`src/rtl/painter_modes_if.sv`:
```
// Pixel request / colour response bundle between the scan logic and painter_modes.
// The scan side drives the master modport; the painter sits on the slave modport.
interface painter_modes_if #(
  parameter int COORD_BITS = 6,
  parameter int FRAME_BITS = 10,
  parameter int CHAN_BITS  = 8
);
  logic [FRAME_BITS-1:0]  frame;
  logic [7:0]             subframe;
  logic [COORD_BITS-1:0]  x;
  logic [COORD_BITS-1:0]  y;
  logic                   req;
  logic [1:0]             mode_sel;
  logic                   mode_load;
  logic [3*CHAN_BITS-1:0] rgb;
  logic                   rgb_valid;
  logic [1:0]             cur_mode;

  modport master (
    output frame, subframe, x, y, req, mode_sel, mode_load,
    input  rgb, rgb_valid, cur_mode
  );

  modport slave (
    input  frame, subframe, x, y, req, mode_sel, mode_load,
    output rgb, rgb_valid, cur_mode
  );
endinterface

```
`src/rtl/painter_modes.sv`:
```
// Two-stage, four-pattern RGB source with frame-aligned mode switching and optional auto-cycling.
// Define PAINTER_DIAG_EN to add a moving diagonal marker on the blue channel in modes 0-2.
module painter_modes #(
  parameter int COORD_BITS  = 6,
  parameter int FRAME_BITS  = 10,
  parameter int CHAN_BITS   = 8,
  parameter int INIT_MODE   = 0,
  parameter int AUTO_FRAMES = 0
) (
  input  logic           clk,
  input  logic           reset,
  painter_modes_if.slave bus
);

  localparam int XW       = COORD_BITS + 2;
  localparam int FS       = (XW > 8) ? XW : 8;
  localparam int CNT_BITS = (AUTO_FRAMES > 1) ? $clog2(AUTO_FRAMES) : 1;
  localparam logic [CNT_BITS-1:0] AUTO_LAST =
    (AUTO_FRAMES > 0) ? CNT_BITS'(AUTO_FRAMES - 1) : '0;

  // ---------------- mode control ----------------
  logic [FRAME_BITS-1:0] frame_q_reg;
  logic [1:0]            cur_mode_reg, cur_mode_next;
  logic                  pend_flag_reg, pend_flag_next;
  logic [1:0]            pend_mode_reg, pend_mode_next;
  logic [CNT_BITS-1:0]   auto_cnt_reg, auto_cnt_next;
  logic                  fc;

  assign fc = (bus.frame != frame_q_reg);

  always_comb begin
    cur_mode_next  = cur_mode_reg;
    pend_flag_next = pend_flag_reg;
    pend_mode_next = pend_mode_reg;
    auto_cnt_next  = auto_cnt_reg;
    if (fc) begin
      if (pend_flag_reg) begin
        cur_mode_next  = pend_mode_reg;
        pend_flag_next = 1'b0;
        auto_cnt_next  = '0;
      end else if (AUTO_FRAMES > 0) begin
        if (auto_cnt_reg == AUTO_LAST) begin
          cur_mode_next = cur_mode_reg + 2'd1;
          auto_cnt_next = '0;
        end else begin
          auto_cnt_next = auto_cnt_reg + CNT_BITS'(1);
        end
      end
    end
    // A load coinciding with a frame change applies the old pending value above
    // and leaves the new request pending for the following change.
    if (bus.mode_load) begin
      pend_mode_next = bus.mode_sel;
      pend_flag_next = 1'b1;
    end
  end

  always_ff @(posedge clk) begin
    if (reset) begin
      frame_q_reg   <= '0;
      cur_mode_reg  <= 2'(INIT_MODE);
      pend_flag_reg <= 1'b0;
      pend_mode_reg <= 2'd0;
      auto_cnt_reg  <= '0;
    end else begin
      frame_q_reg   <= bus.frame;
      cur_mode_reg  <= cur_mode_next;
      pend_flag_reg <= pend_flag_next;
      pend_mode_reg <= pend_mode_next;
      auto_cnt_reg  <= auto_cnt_next;
    end
  end

  // ---------------- stage 1: capture request ----------------
  logic                  valid_s1_reg;
  logic [COORD_BITS-1:0] x_s1_reg, y_s1_reg;
  logic [FS-1:0]         frame_s1_reg;
  logic [7:0]            sub_s1_reg;
  logic [1:0]            mode_s1_reg;

  always_ff @(posedge clk) begin
    if (reset) begin
      valid_s1_reg <= 1'b0;
      x_s1_reg     <= '0;
      y_s1_reg     <= '0;
      frame_s1_reg <= '0;
      sub_s1_reg   <= '0;
      mode_s1_reg  <= 2'd0;
    end else begin
      valid_s1_reg <= bus.req;
      if (bus.req) begin
        x_s1_reg     <= bus.x;
        y_s1_reg     <= bus.y;
        frame_s1_reg <= bus.frame[FS-1:0];
        sub_s1_reg   <= bus.subframe;
        mode_s1_reg  <= cur_mode_reg;
      end
    end
  end

  // ---------------- pattern math ----------------
  // The tile pattern only looks at bits [6:0] of the wrapped sums.
  logic [6:0] xx, yy;
  logic       blank;

  assign xx    = 7'({2'b00, x_s1_reg} + frame_s1_reg[XW-1:0]);
  assign yy    = 7'({2'b00, y_s1_reg} + {2'b00, frame_s1_reg[XW-1:2]});
  assign blank = ~(xx[3] & yy[3]);

  logic [CHAN_BITS-1:0] rep_x, rep_y;
  logic [CHAN_BITS-1:0] red_grad, grn_grad, blu_grad, sub_just;

  // rep(): 3-bit value repeated MSB-first; grad/sub: MSB-justified fields.
  for (genvar gi = 0; gi < CHAN_BITS; gi++) begin : g_bit
    localparam int J = CHAN_BITS - 1 - gi;
    assign rep_x[gi] = xx[2 - (J % 3)];
    assign rep_y[gi] = yy[2 - (J % 3)];
    if (COORD_BITS - CHAN_BITS + gi >= 0) begin : g_coord
      assign red_grad[gi] = x_s1_reg[COORD_BITS - CHAN_BITS + gi];
      assign grn_grad[gi] = y_s1_reg[COORD_BITS - CHAN_BITS + gi];
    end else begin : g_coord_pad
      assign red_grad[gi] = 1'b0;
      assign grn_grad[gi] = 1'b0;
    end
    if (8 - CHAN_BITS + gi >= 0) begin : g_byte
      assign blu_grad[gi] = frame_s1_reg[8 - CHAN_BITS + gi];
      assign sub_just[gi] = sub_s1_reg[8 - CHAN_BITS + gi];
    end else begin : g_byte_pad
      assign blu_grad[gi] = 1'b0;
      assign sub_just[gi] = 1'b0;
    end
  end

  logic [CHAN_BITS-1:0] tile [3];
  logic [CHAN_BITS-1:0] bars [3];

  for (genvar gi = 0; gi < 3; gi++) begin : g_chan
    assign tile[gi] = blank ? '0 :
                      ((yy[4 + gi] ? rep_y : '0) | (xx[4 + gi] ? rep_x : '0));
    assign bars[gi] = {CHAN_BITS{x_s1_reg[COORD_BITS - 3 + gi]}};
  end

`ifdef PAINTER_DIAG_EN
  logic diag_hit;
  assign diag_hit = ((x_s1_reg ^ frame_s1_reg[XW-1:2]) == y_s1_reg);
`endif

  logic [CHAN_BITS-1:0]   red_n, grn_n, blu_n;
  logic [3*CHAN_BITS-1:0] rgb_next;

  always_comb begin
    red_n = '0;
    grn_n = '0;
    blu_n = '0;
    unique case (mode_s1_reg)
      2'd0: begin
        red_n = tile[0];
        grn_n = tile[1];
        blu_n = tile[2];
      end
      2'd1: begin
        red_n = bars[0];
        grn_n = bars[1];
        blu_n = bars[2];
      end
      2'd2: begin
        red_n = red_grad;
        grn_n = grn_grad;
        blu_n = blu_grad;
      end
      default: begin
        red_n = sub_just;
        grn_n = sub_just;
        blu_n = sub_just;
      end
    endcase
`ifdef PAINTER_DIAG_EN
    if (diag_hit && (mode_s1_reg != 2'd3)) begin
      blu_n = '1;
    end
`endif
    rgb_next = {blu_n, grn_n, red_n};
  end

  // ---------------- stage 2: output register ----------------
  logic [3*CHAN_BITS-1:0] rgb_reg;
  logic                   rgb_valid_reg;

  always_ff @(posedge clk) begin
    if (reset) begin
      rgb_reg       <= '0;
      rgb_valid_reg <= 1'b0;
    end else begin
      rgb_valid_reg <= valid_s1_reg;
      if (valid_s1_reg) begin
        rgb_reg <= rgb_next;
      end
    end
  end

  assign bus.rgb       = rgb_reg;
  assign bus.rgb_valid = rgb_valid_reg;
  assign bus.cur_mode  = cur_mode_reg;

endmodule

```
`src/flat_wrapper.sv`:
```
// flat-port wrapper written by rule: the top's interface ports become plain ports
module painter_modes_flat 
#(
  parameter int COORD_BITS  = 6,
  parameter int FRAME_BITS  = 10,
  parameter int CHAN_BITS   = 8,
  parameter int INIT_MODE   = 0,
  parameter int AUTO_FRAMES = 0
)
  (clk, reset, bus_frame, bus_subframe, bus_x, bus_y, bus_req, bus_mode_sel, bus_mode_load, bus_rgb, bus_rgb_valid, bus_cur_mode);
  painter_modes_if #(.COORD_BITS(COORD_BITS), .FRAME_BITS(FRAME_BITS), .CHAN_BITS(CHAN_BITS)) bus_i ();
  input  logic clk;
  input  logic reset;
  input wire logic [$bits(bus_i.frame)-1:0] bus_frame;
  input wire logic [$bits(bus_i.subframe)-1:0] bus_subframe;
  input wire logic [$bits(bus_i.x)-1:0] bus_x;
  input wire logic [$bits(bus_i.y)-1:0] bus_y;
  input wire logic [$bits(bus_i.req)-1:0] bus_req;
  input wire logic [$bits(bus_i.mode_sel)-1:0] bus_mode_sel;
  input wire logic [$bits(bus_i.mode_load)-1:0] bus_mode_load;
  output wire logic [$bits(bus_i.rgb)-1:0] bus_rgb;
  output wire logic [$bits(bus_i.rgb_valid)-1:0] bus_rgb_valid;
  output wire logic [$bits(bus_i.cur_mode)-1:0] bus_cur_mode;
  assign bus_i.frame = bus_frame;
  assign bus_i.subframe = bus_subframe;
  assign bus_i.x = bus_x;
  assign bus_i.y = bus_y;
  assign bus_i.req = bus_req;
  assign bus_i.mode_sel = bus_mode_sel;
  assign bus_i.mode_load = bus_mode_load;
  assign bus_rgb = bus_i.rgb;
  assign bus_rgb_valid = bus_i.rgb_valid;
  assign bus_cur_mode = bus_i.cur_mode;
  painter_modes #(.COORD_BITS(COORD_BITS), .FRAME_BITS(FRAME_BITS), .CHAN_BITS(CHAN_BITS), .INIT_MODE(INIT_MODE), .AUTO_FRAMES(AUTO_FRAMES)) u_core (.clk(clk), .reset(reset), .bus(bus_i));
endmodule
```
`config.mk`:
```
export PLATFORM = sky130hd
export DESIGN_NAME = painter_modes_flat
export DESIGN_NICKNAME = d
export VERILOG_FILES = /design/src/rtl/painter_modes_if.sv /design/src/rtl/painter_modes.sv /design/src/flat_wrapper.sv
export SDC_FILE = /design/constraint.sdc
export NUM_CORES = 1
export LEC_CHECK = 0
export ABC_AREA = 0
export CAP_MARGIN = 40
export CORE_ASPECT_RATIO = 1.25
export CORE_MARGIN = 4
export CORE_UTILIZATION = 36
export CTS_BUF_LIST = sky130_fd_sc_hd__clkbuf_4
export CTS_CLUSTER_SIZE = 30
export DETAILED_ROUTE_END_ITERATION = 16
export PLACE_DENSITY = 0.61
export RECOVER_POWER = 50
export SYNTH_ARGS = -nofsm -noshare
export SYNTH_HDL_FRONTEND = slang
export SYNTH_SLANG_ARGS = --single-unit
```
`constraint.sdc`:
```
create_clock -name clk -period 6.5 [get_ports clk]
set_input_delay 1.3 -clock clk [delete_from_list [all_inputs] [get_ports clk]]
set_output_delay 1.3 -clock clk [all_outputs]
set_load 0.05 [all_outputs]
```
==> results by group, run 1 <==
Global routing
  • Vias in the first global route: 3023
  • First-pass GRT wire length: 15.1 mm
  • Overflow left after global routing: 0
  • Global Route Usage Sum: 15.9%
  • Largest net degree at the start of global routing: 71
  • Initial antenna violation count: 0

Yosys
  • FF+latch count, synth: 71
  • Avg Inst Size Synth: 8.45 um^2
  • Post-synth EDFFs: 0
  • Register area share after synthesis: 38.8%
  • Cell count after synthesis: 434
  • Distinct cells, synth: 42
  • Dominant synthesized flop cell: dfxtp_1
  • Syn nets: 484
  • Synth Cell Area: 3670 um^2
  • Synthesis Warnings: 0
  • Fraction of registers with async set/reset: 0%

Drt
  • DR pass1 iterations: 4
  • Total Wirelength: 9.39 mm
  • DRC viols: 0
  • Routed vias/inst: 5.16
  • Via Count: 3191
  • Starting DRT DRC Count: 198
  • Wire per inst: 15.2 um
  • Final ANT Viol Nets: 0

Worst setup path
  • Buf+Inv Stages, Crit Path: 2
  • Largest stage delay, worst path: 2.09 ns
  • Slowest-stage cell, CP: clkbuf_1
  • Startpoint Class: input port
  • Cell family with most CP delay: buffers and inverters
  • Top cell by count, worst path: a22oi_1
  • Critical Path, Cell by Cell: buf_2 > clkbuf_1 > nor2_1 > a22oi_1 > a22oi_1
  • Critical Path Fanout Max: 70
  • Crit end category: flop
  • Critical path class: input port to flop
  • CP arrival: 4.18 ns
  • CP required: 6.81 ns

Final layout
  • Proportion of layout cells with a drive suffix above 1: 6.71%
  • Max reg flops: 24
  • Area grow syn2layout: 24.3%
  • Final Cell Area: 4560 um^2
  • Antenna diode instance count: 0
  • Final nets: 537

Power and ir drop
  • Switch share: 32.2%
  • Clock network power share: 25.9%
  • Combinational Power Share: 22.2%
  • Pwr dens: 203 nW/um^2
  • Net Sw Power: 298 uW
  • VDD IR max: 0.146 mV
  • Sequential power share: 51.9%
  • Internal: 627 uW
  • Static leakage: 0.00176 uW

Clock network
  • Hold Buf Count CTS: 0
  • H-Tree Depth: 3
  • CTS tree: done
  • Reg clk slew, reported paths: 0.13 ns
  • CTS Root Cell: clkbuf_4
  • Clk buf depth: 2
  • Clock latency at the later pin of the worst-skew pair: 0.42 ns
  • Post-cts resize count: 0
  • Post-CTS Setup Bufs: 0
  • Clock Sinks: 71
  • Total CTS buffers: 9

Timing
  • Worst slew pin tran: 2.96 ns
  • Setup violations, final: 0
  • Max_slew headroom: -97.6%
  • Unrepaired setup endpoints after global routing: no
  • Final worst-path cycle share: 59.5%
  • Slew Viols, Final: 71
  • Tmin final: 3.87 ns
  • Clock Skew: 0.0262 ns
  • Fmax: 258 MHz
  • Final hold slack: 0.486 ns
  • Setup_tns: 0 ns
  • Final hold viol count: 0

Floorplan
  • Initial cell density of the core: 37.6%
  • Die width: 98.3 um
  • Num rows: 40
  • Die Height: 121 um
  • Die ar.: 11900 um^2
  • Core ar.: 9760 um^2
  • IO Pins: 63

Status
  • Violated checks: capacitance limit, slew limit
  • Status: finished, violations left

Placement
  • Number of port buffers: 62
  • Area post-placement: 4450 um^2
  • HPWL after DPL: 7.34 mm
  • Gpl congestion: 0.877

Flow run
  • Max-cap violations: 1

Hold path
  • Hold Crit Class: flop to flop
[area by class of cell]
| class | instances | area (um^2) |
|---|---|---|
| fill | 945 | 5200 |
| multi-input combinational | 319 | 2080 |
| sequential | 71 | 1420 |
| timing repair buffer | 67 | 712 |
| tap | 126 | 158 |
| inverter | 19 | 71.3 |
| clock buffer | 9 | 67.6 |
| clock inverter | 7 | 47.5 |
[power groups by stage]
stage               logic [uW]  clock network, uW  registers [uW]
floorplan                  108                  0             512
global placement           196                  0             492
detailed placement         205                  0             490
CTS                        206                248             480
global route               224                264             483
finish                     206                239             480
[cells in the mapped netlist (2+ instances only)]
cell type | n | area share (%)
dfxtp_1 | 71 | 39
nor2_1 | 65 | 6.7
mux2i_1 | 36 | 9.8
nand2_1 | 33 | 3.4
a21oi_1 | 24 | 3.3
o21ai_0 | 24 | 3.3
a211oi_1 | 22 | 4.5
clkbuf_1 | 20 | 2.0
inv_1 | 19 | 1.9
nor2b_1 | 16 | 2.7
ha_1 | 12 | 4.1
xnor2_1 | 12 | 2.9
nand2b_1 | 8 | 1.4
xor2_1 | 6 | 1.4
a22oi_1 | 5 | 1.0
buf_1 | 5 | 0.51
o31ai_1 | 5 | 1.0
a31oi_1 | 4 | 0.68
nand3_1 | 4 | 0.55
o22ai_1 | 4 | 0.68
mux2_2 | 3 | 0.92
nor3_1 | 3 | 0.41
o2bb2ai_1 | 3 | 0.72
or3b_2 | 3 | 0.72
a21o_1 | 2 | 0.41
a311oi_1 | 2 | 0.48
fa_1 | 2 | 1.1
nand4_1 | 2 | 0.34
nor3b_1 | 2 | 0.41
nor4_1 | 2 | 0.34
o21ai_1 | 2 | 0.27
or2_2 | 2 | 0.34
or3_1 | 2 | 0.34
[kinds of logic after synthesis]
kind of cell               count (synthesis)  synth area share, %
adders and majority gates                 14                 5.19
muxes                                     39                 10.8
DFF                                       71                 38.8
xor gates and xnor gates                  18                 4.30
buffers and inverters                     44                 4.51
and+or+nand+nor                          146                 18.8
AOI/OAI and AO/OA                        102                 17.7
[tightest hold or removal path, stage by stage (launching register included)]
cell      delay (ns)
dfxtp_1         0.33
nor2_1          0.08
a211oi_1        0.04
[final timing paths]
kind | startpoint | to | slack, ns | depth (start not counted)
setup reg to reg | u_core.blu_grad[0]$_SDFFE_PP0P_ | u_core.bus.rgb[23]$_SDFFE_PP0P_ | 3.73 | 9
hold reg to reg | u_core.bus.rgb[16]$_SDFFE_PP0P_ | u_core.bus.rgb[16]$_SDFFE_PP0P_ | 0.49 | 2
setup / recovery | reset | u_core.bus.rgb[3]$_SDFFE_PP0P_ | 2.63 | 5
hold / removal | u_core.bus.rgb[16]$_SDFFE_PP0P_ | u_core.bus.rgb[16]$_SDFFE_PP0P_ | 0.49 | 2
[cells in the final DEF, fill, tap and decap left out, types with 4 or more instances in the layout]
cell and instances:
a211oi_1 22, a21oi_1 24, a22oi_1 5, a31oi_1 4, clkbuf_4 9, clkdlybuf4s50_1 60
dfxtp_1 71, ha_1 12, inv_1 19, mux2i_1 36, nand2_1 33, nand2b_1 8
nand3_1 4, nor2_1 65, nor2b_1 16, o21ai_0 24, o22ai_1 4, o31ai_1 5
xnor2_1 12, xor2_1 6
[metrics by stage]
| stage | total power [uW] | worst slack, ns | utilization (%) | cells |
|---|---|---|---|---|
| 3_3_place_gp | 687 | 3.48 | 44.6 | 598 |
| 4_1_cts | 933 | 3.55 | 46.7 | 618 |
| 6_report | 925 | 2.63 | 46.7 | 618 |
| 5_1_grt | 971 | 2.28 | 46.7 | 618 |
| 2_1_floorplan | 620 | 4.18 | - | 434 |
| 3_5_place_dp | 694 | 3.41 | 45.6 | 602 |
[metal layers]
metal / wire length (um) / track usage [%] / share of wire [%]
met1: 4120 / 19.6 / 44
met2: 4480 / 26.7 / 48
met3: 576 / 3.69 / 6.1
met4: 215 / 6.58 / 2.3
met5: 0 / 0 / 0
Power figures use the tool's default switching activity.
==> inputs of run 2 (changes only) <==
clock period = 3.7 ns   (was 6.5 ns; I/O delays follow)
==> run 2 against run 1 <==
The flow still finishes with violations (capacitance limit, slew limit). Register-to-register slack worse by 2.5 ns. Via count rose by 1.9%. First-iteration DRC count shrank 18%. Sequential power rose by 75%. Wire length is 2.0% higher. Largest cell class unchanged. Cell area grew 0.33%. Power increased by 90%. Sequential cell count unchanged. Combinational power grew 75%. Clock power grew 130%. Highest routed layer unchanged. Setup slack lost 1.5 ns.
==> results by group, run 2 (synthesized netlist as in run 1, its figures left out) <==
Global routing
  • Initial antenna violation count: 0 (unchanged)
  • First-pass GRT wire length: 15.6 mm (was 15.1 mm)
  • Vias in the first global route: 3060 (was 3023)
  • Largest net degree at the start of global routing: 45 (was 71)
  • Overflow left after global routing: 0 (unchanged)
  • Global Route Usage Sum: 16.4% (was 15.9%)

Timing
  • Setup_tns: 0 ns (unchanged)
  • Unrepaired setup endpoints after global routing: no (unchanged)
  • Clock Skew: 0.0155 ns (was 0.0262 ns)
  • Tmin final: 2.57 ns
  • Final hold slack: 0.484 ns (was 0.486 ns)
  • Fmax: 389 MHz
  • Final worst-path cycle share: 69.4%
  • Setup violations, final: 0 (unchanged)
  • Worst slew pin tran: 1.90 ns (was 2.96 ns)
  • Final hold viol count: 0 (unchanged)
  • Slew Viols, Final: 71 (unchanged)
  • Max_slew headroom: -27.0% (was -97.6%)

Clock network
  • Clk buf depth: 2 (unchanged)
  • H-Tree Depth: 3 (unchanged)
  • Clock latency at the later pin of the worst-skew pair: 0.40 ns (was 0.42 ns)
  • Hold Buf Count CTS: 0 (unchanged)
  • CTS Root Cell: clkbuf_4 (unchanged)
  • CTS tree: done (unchanged)
  • Post-cts resize count: 0 (unchanged)
  • Post-CTS Setup Bufs: 0 (unchanged)
  • Reg clk slew, reported paths: 0.10 ns (was 0.13 ns)
  • Clock Sinks: 71 (unchanged)
  • Total CTS buffers: 9 (unchanged)

Status
  • Status: finished, violations left (unchanged)
  • Violated checks: capacitance limit, slew limit (unchanged)

Worst setup path
  • Crit end category: flop (unchanged)
  • CP required: 3.92 ns (was 6.81 ns)
  • CP arrival: 2.79 ns (was 4.18 ns)
  • Critical Path Fanout Max: 25 (was 70)
  • Startpoint Class: input port (unchanged)
  • Critical path class: input port to flop (unchanged)

Final layout
  • Reg area: 1420 um^2 (unchanged)
  • Max reg flops: 24 (unchanged)
  • Final nets: 537 (unchanged)
  • Commonest non-fill, non-tap cell in the layout: dfxtp_1 (unchanged)
  • Final cell count without fillers: 618 (unchanged)
  • Filler cells: 1009 (was 945)
  • Area grow syn2layout: 24.7% (was 24.3%)
  • Most frequent cells in the layout: dfxtp_1, nor2_1, clkdlybuf4s50_1, mux2i_1, nand2_1 (unchanged)
  • Antenna diode instance count: 0 (unchanged)
  • Proportion of layout cells with a drive suffix above 1: 6.30% (was 6.71%)
  • Multi-input logic area: 2080 um^2 (unchanged)

Drt
  • DRC viols: 0 (unchanged)
  • Starting DRT DRC Count: 162 (was 198)
  • Total Wirelength: 9.58 mm (was 9.39 mm)
  • Wire per inst: 15.5 um (was 15.2 um)
  • Via Count: 3253 (was 3191)
  • DR pass1 iterations: 6 (was 4)
  • Final ANT Viol Nets: 0 (unchanged)
  • Routed vias/inst: 5.26 (was 5.16)

Floorplan
  • IO Pins: 63 (unchanged)
  • Core ar.: 9760 um^2 (unchanged)
  • Die Height: 121 um (unchanged)
  • Die width: 98.3 um (unchanged)
  • Die ar.: 11900 um^2 (unchanged)
  • Initial cell density of the core: 37.6% (unchanged)
  • Num rows: 40 (unchanged)

Power and ir drop
  • Pwr dens: 384 nW/um^2 (was 203 nW/um^2)
  • Pwr Total: 1760 uW (was 925 uW)
  • VDD IR max: 0.215 mV (was 0.146 mV)
  • Static leakage: 0.00178 uW (was 0.00176 uW)

Placement
  • Placed Cells: 602 (unchanged)
  • Gpl congestion: 0.939 (was 0.877)
  • HPWL after DPL: 7.49 mm (was 7.34 mm)
  • Number of port buffers: 62 (unchanged)

Hold path
  • Hold Crit Class: flop to flop (unchanged)

Flow run
  • Max-cap violations: 2 (was 1)
## run 2: layer usage
metal | vias up | routed length (um) | track usage [%]
met2 | 113 | 4590 | 27.7
met1 | 1495 | 4160 | 20.2
li1 | 1625 | - | -
met3 | 20 | 571 | 3.17
met5 | - | 0 | 0
met4 | 0 | 255 | 7.00
## run 2: metrics by stage
stage	util [%]	worst slack [ns]	area [um^2]
final	46.8	1.13	4570
after global routing	46.8	0.936	4570
after CTS	47.0	1.20	4590
after detailed placement	45.4	1.23	4430
after global placement	44.6	1.26	4360
after floorplan	-	1.65	3670
## run 2: worst paths after layout
path / cells after the start / slack (ns) / startpoint / to
hold / removal: 2 / 0.48 / u_core.bus.rgb[15]$_SDFFE_PP0P_ / u_core.bus.rgb[15]$_SDFFE_PP0P_
hold reg to reg: 2 / 0.48 / u_core.bus.rgb[15]$_SDFFE_PP0P_ / u_core.bus.rgb[15]$_SDFFE_PP0P_
setup / recovery: 4 / 1.13 / bus_req / u_core.y_s1_reg[5]$_SDFFE_PP0P_
setup reg to reg: 7 / 1.21 / u_core.blu_grad[2]$_SDFFE_PP0P_ / u_core.bus.rgb[18]$_SDFFE_PP0P_
## run 2: cell type report
cell class                 instances  share of cell area, %
tap                              126                   3.45
sequential                        71                   31.1
clock buffer                      12                   1.97
multi-input combinational        319                   45.5
timing repair buffer              67                   14.9
clock inverter                     4                   1.53
inverter                          19                   1.56
## run 2: critical path, stage by stage
cell	delay [ns]
clkbuf_1	0.38
clkbuf_1	1.30
mux2i_1	0.30
nor2_1	0.06
## run 2: power by group
| group | switching (uW) | internal (uW) |
|---|---|---|
| registers | 34.1 | 806 |
| clock network | 259 | 296 |
| logic | 207 | 153 |
==> inputs of run 3 (changes only) <==
clock period = 2.41 ns   (was 3.7 ns; I/O delays follow)
==> run 3 against run 2 <==
The run now ends clean. Sequential share of layout area decreased by 0.63 points. Cell area increased by 2.1%. Non-clock buffer count rose by 13. Sequential power rose by 54%. Register-to-register slack lost 1.1 ns. Worst hold slack improved by 0.0012 ns. Via count shrank 0.52%. Core utilization up 0.96 points. Die area stayed put. Critical path type is now flop to flop. Largest power group unchanged.
==> results by group, run 3 (synthesized netlist as in run 1, its figures left out) <==
Status
  • Status: complete, no violations (was finished, violations left)

Clock network
  • CTS Root Cell: clkbuf_4 (unchanged)
  • Clock latency at the later pin of the worst-skew pair: 0.42 ns (was 0.40 ns)
  • Clock Sinks: 71 (unchanged)
  • Reg clk slew, reported paths: 0.12 ns (was 0.10 ns)
  • H-Tree Depth: 3 (unchanged)
  • CTS tree: done (unchanged)
  • Clk buf depth: 2 (unchanged)
  • Post-CTS Setup Bufs: 0 (unchanged)
  • Total CTS buffers: 9 (unchanged)

Flow run
  • Max-cap violations: 0 (was 2)

Floorplan
  • Die width: 98.3 um (unchanged)
  • Die ar.: 11900 um^2 (unchanged)
  • Initial cell density of the core: 37.6% (unchanged)
  • Num rows: 40 (unchanged)
  • Core ar.: 9760 um^2 (unchanged)
  • Die Height: 121 um (unchanged)
  • IO Pins: 63 (unchanged)

Worst setup path
  • Critical Path, Cell by Cell: ha_1 > inv_1 > fa_1 > nor2b_1 > o311ai_4 > mux2_2 > o2111ai_1 > nand2_1 > a211oi_1 (was clkbuf_1 > clkbuf_1 > mux2i_1 > nor2_1)
  • Largest stage delay, worst path: 0.41 ns (was 1.30 ns)
  • Critical path class: flop to flop (was input port to flop)
  • CP required: 2.74 ns (was 3.92 ns)
  • Buf+Inv Stages, Crit Path: 1 (was 2)
  • Critical Path Fanout Max: 7 (was 25)
  • CP arrival: 2.61 ns (was 2.79 ns)
  • Slowest-stage cell, CP: fa_1 (was clkbuf_1)
  • Startpoint Class: flop (was input port)
  • Cell family with most CP delay: adder cells (was buffers and inverters)
  • Crit end category: flop (unchanged)

Timing
  • Slew Viols, Final: 0 (was 71)
  • Final worst-path cycle share: 94.5%
  • Worst slew pin tran: 1.02 ns (was 1.90 ns)
  • Clock Skew: 0.0261 ns (was 0.0155 ns)
  • Tmin final: 2.28 ns
  • Setup violations, final: 0 (unchanged)
  • Post-route setup slack: 0.132 ns (was 1.13 ns)
  • Setup_tns: 0 ns (unchanged)
  • Max_slew headroom: 31.8% (was -27.0%)
  • Final hold slack: 0.485 ns (was 0.484 ns)
  • Fmax: 439 MHz
  • Final hold viol count: 0 (unchanged)
  • Unrepaired setup endpoints after global routing: no (unchanged)

Final layout
  • Commonest non-fill, non-tap cell in the layout: dfxtp_1 (unchanged)
  • Max reg flops: 24 (unchanged)
  • Core Util, Final: 47.8% (was 46.8%)
  • Most frequent cells in the layout: dfxtp_1, nor2_1, clkdlybuf4s50_1, mux2i_1, nand2_1 (unchanged)
  • Area grow syn2layout: 27.3% (was 24.7%)
  • Antenna diode instance count: 0 (unchanged)
  • Final nets: 550 (was 537)
  • Proportion of layout cells with a drive suffix above 1: 9.31% (was 6.30%)

Power and ir drop
  • Pwr dens: 588 nW/um^2 (was 384 nW/um^2)
  • VDD IR max: 0.304 mV (was 0.215 mV)
  • Static leakage: 0.00184 uW (was 0.00178 uW)

Drt
  • DRC viols: 0 (unchanged)
  • Via Count: 3236 (was 3253)
  • Routed vias/inst: 5.13 (was 5.26)
  • Starting DRT DRC Count: 164 (was 162)
  • Total Wirelength: 9.67 mm (was 9.58 mm)
  • Final ANT Viol Nets: 0 (unchanged)
  • DR pass1 iterations: 4 (was 6)
  • Wire per inst: 15.3 um (was 15.5 um)

Hold path
  • Hold Crit Class: flop to flop (unchanged)

Placement
  • Number of port buffers: 62 (unchanged)
  • HPWL after DPL: 7.69 mm (was 7.49 mm)
  • Gpl congestion: 0.924 (was 0.939)
  • Worst slack, placed: 0.124 ns (was 1.23 ns)

Global routing
  • Global Route Usage Sum: 16.5% (was 16.4%)
  • Vias in the first global route: 3155 (was 3060)
  • First-pass GRT wire length: 15.7 mm (was 15.6 mm)
  • Initial antenna violation count: 0 (unchanged)
  • Overflow left after global routing: 0 (unchanged)
  • Largest net degree at the start of global routing: 32 (was 45)
-- run 3: cell count changes in the layout (fill, tap and decap cells not counted), moves of 2 or more --
cell	previous run	this run
clkbuf_4	12	10
buf_4	2	16
clkinv_2	2	0
dlygate4sd3_1	2	8
clkbuf_1	3	1
clkinvlp_4	0	2
buf_16	2	0
inv_6	0	2
clkdlybuf4s50_1	58	52
-- run 3: what timing repair did --
| action | in CTS | in global routing |
|---|---|---|
| resized for setup | 0 | 2 |
| hold buffers | 0 | 0 |
| endpoints found under the setup margin | 0 | 3 |
-- run 3: layer usage --
layer	GRT usage (%)	wire length (um)
met2	27.9	4580
met4	5.72	179
met1	20.9	4400
met5	0	0
met3	3.40	512
-- run 3: through the flow --
stage                     std cells  cell area (um^2)  power, uW
after global placement          615              4490       1880
final                           631              4670       2750
after floorplan                 434              3670       1670
after detailed placement        615              4490       1890
after global routing            631              4670       2880
after CTS                       631              4660       2780
-- run 3: final timing paths --
path / endpoint / startpoint / depth (start not counted) / slack (ns)
min reg2reg: u_core.bus.rgb[15]$_SDFFE_PP0P_ / u_core.bus.rgb[15]$_SDFFE_PP0P_ / 2 / 0.48
min: u_core.bus.rgb[15]$_SDFFE_PP0P_ / u_core.bus.rgb[15]$_SDFFE_PP0P_ / 2 / 0.48
max reg2reg: u_core.bus.rgb[21]$_SDFFE_PP0P_ / u_core.x_s1_reg[0]$_SDFFE_PP0P_ / 9 / 0.13
max: u_core.bus.rgb[21]$_SDFFE_PP0P_ / u_core.x_s1_reg[0]$_SDFFE_PP0P_ / 9 / 0.13
-- run 3: report_power, final --
| part | switching (uW) | total, uW | internal [uW] |
|---|---|---|---|
| clock | 441 | 880 | 439 |
| sequential | 47.9 | 1290 | 1240 |
| combinational | 331 | 579 | 248 |
-- run 3: final cells by class --
type / count / area, um^2
multi-input cells: 319 / 2090
inverters: 19 / 71.3
flip-flops and latches: 71 / 1420
clock buffers: 10 / 75.1
fillers: 973 / 5090
repair buffers: 80 / 754
clock inverters: 6 / 92.6
well taps: 126 / 158
-- run 3: worst reg2reg max path, stage by stage (launching register included) --
cell and delay [ns]:
dfxtp_1 0.39, ha_1 0.18, inv_1 0.06, fa_1 0.41, nor2b_1 0.24, o311ai_4 0.15
mux2_2 0.31, o2111ai_1 0.12, nand2_1 0.10, a211oi_1 0.22
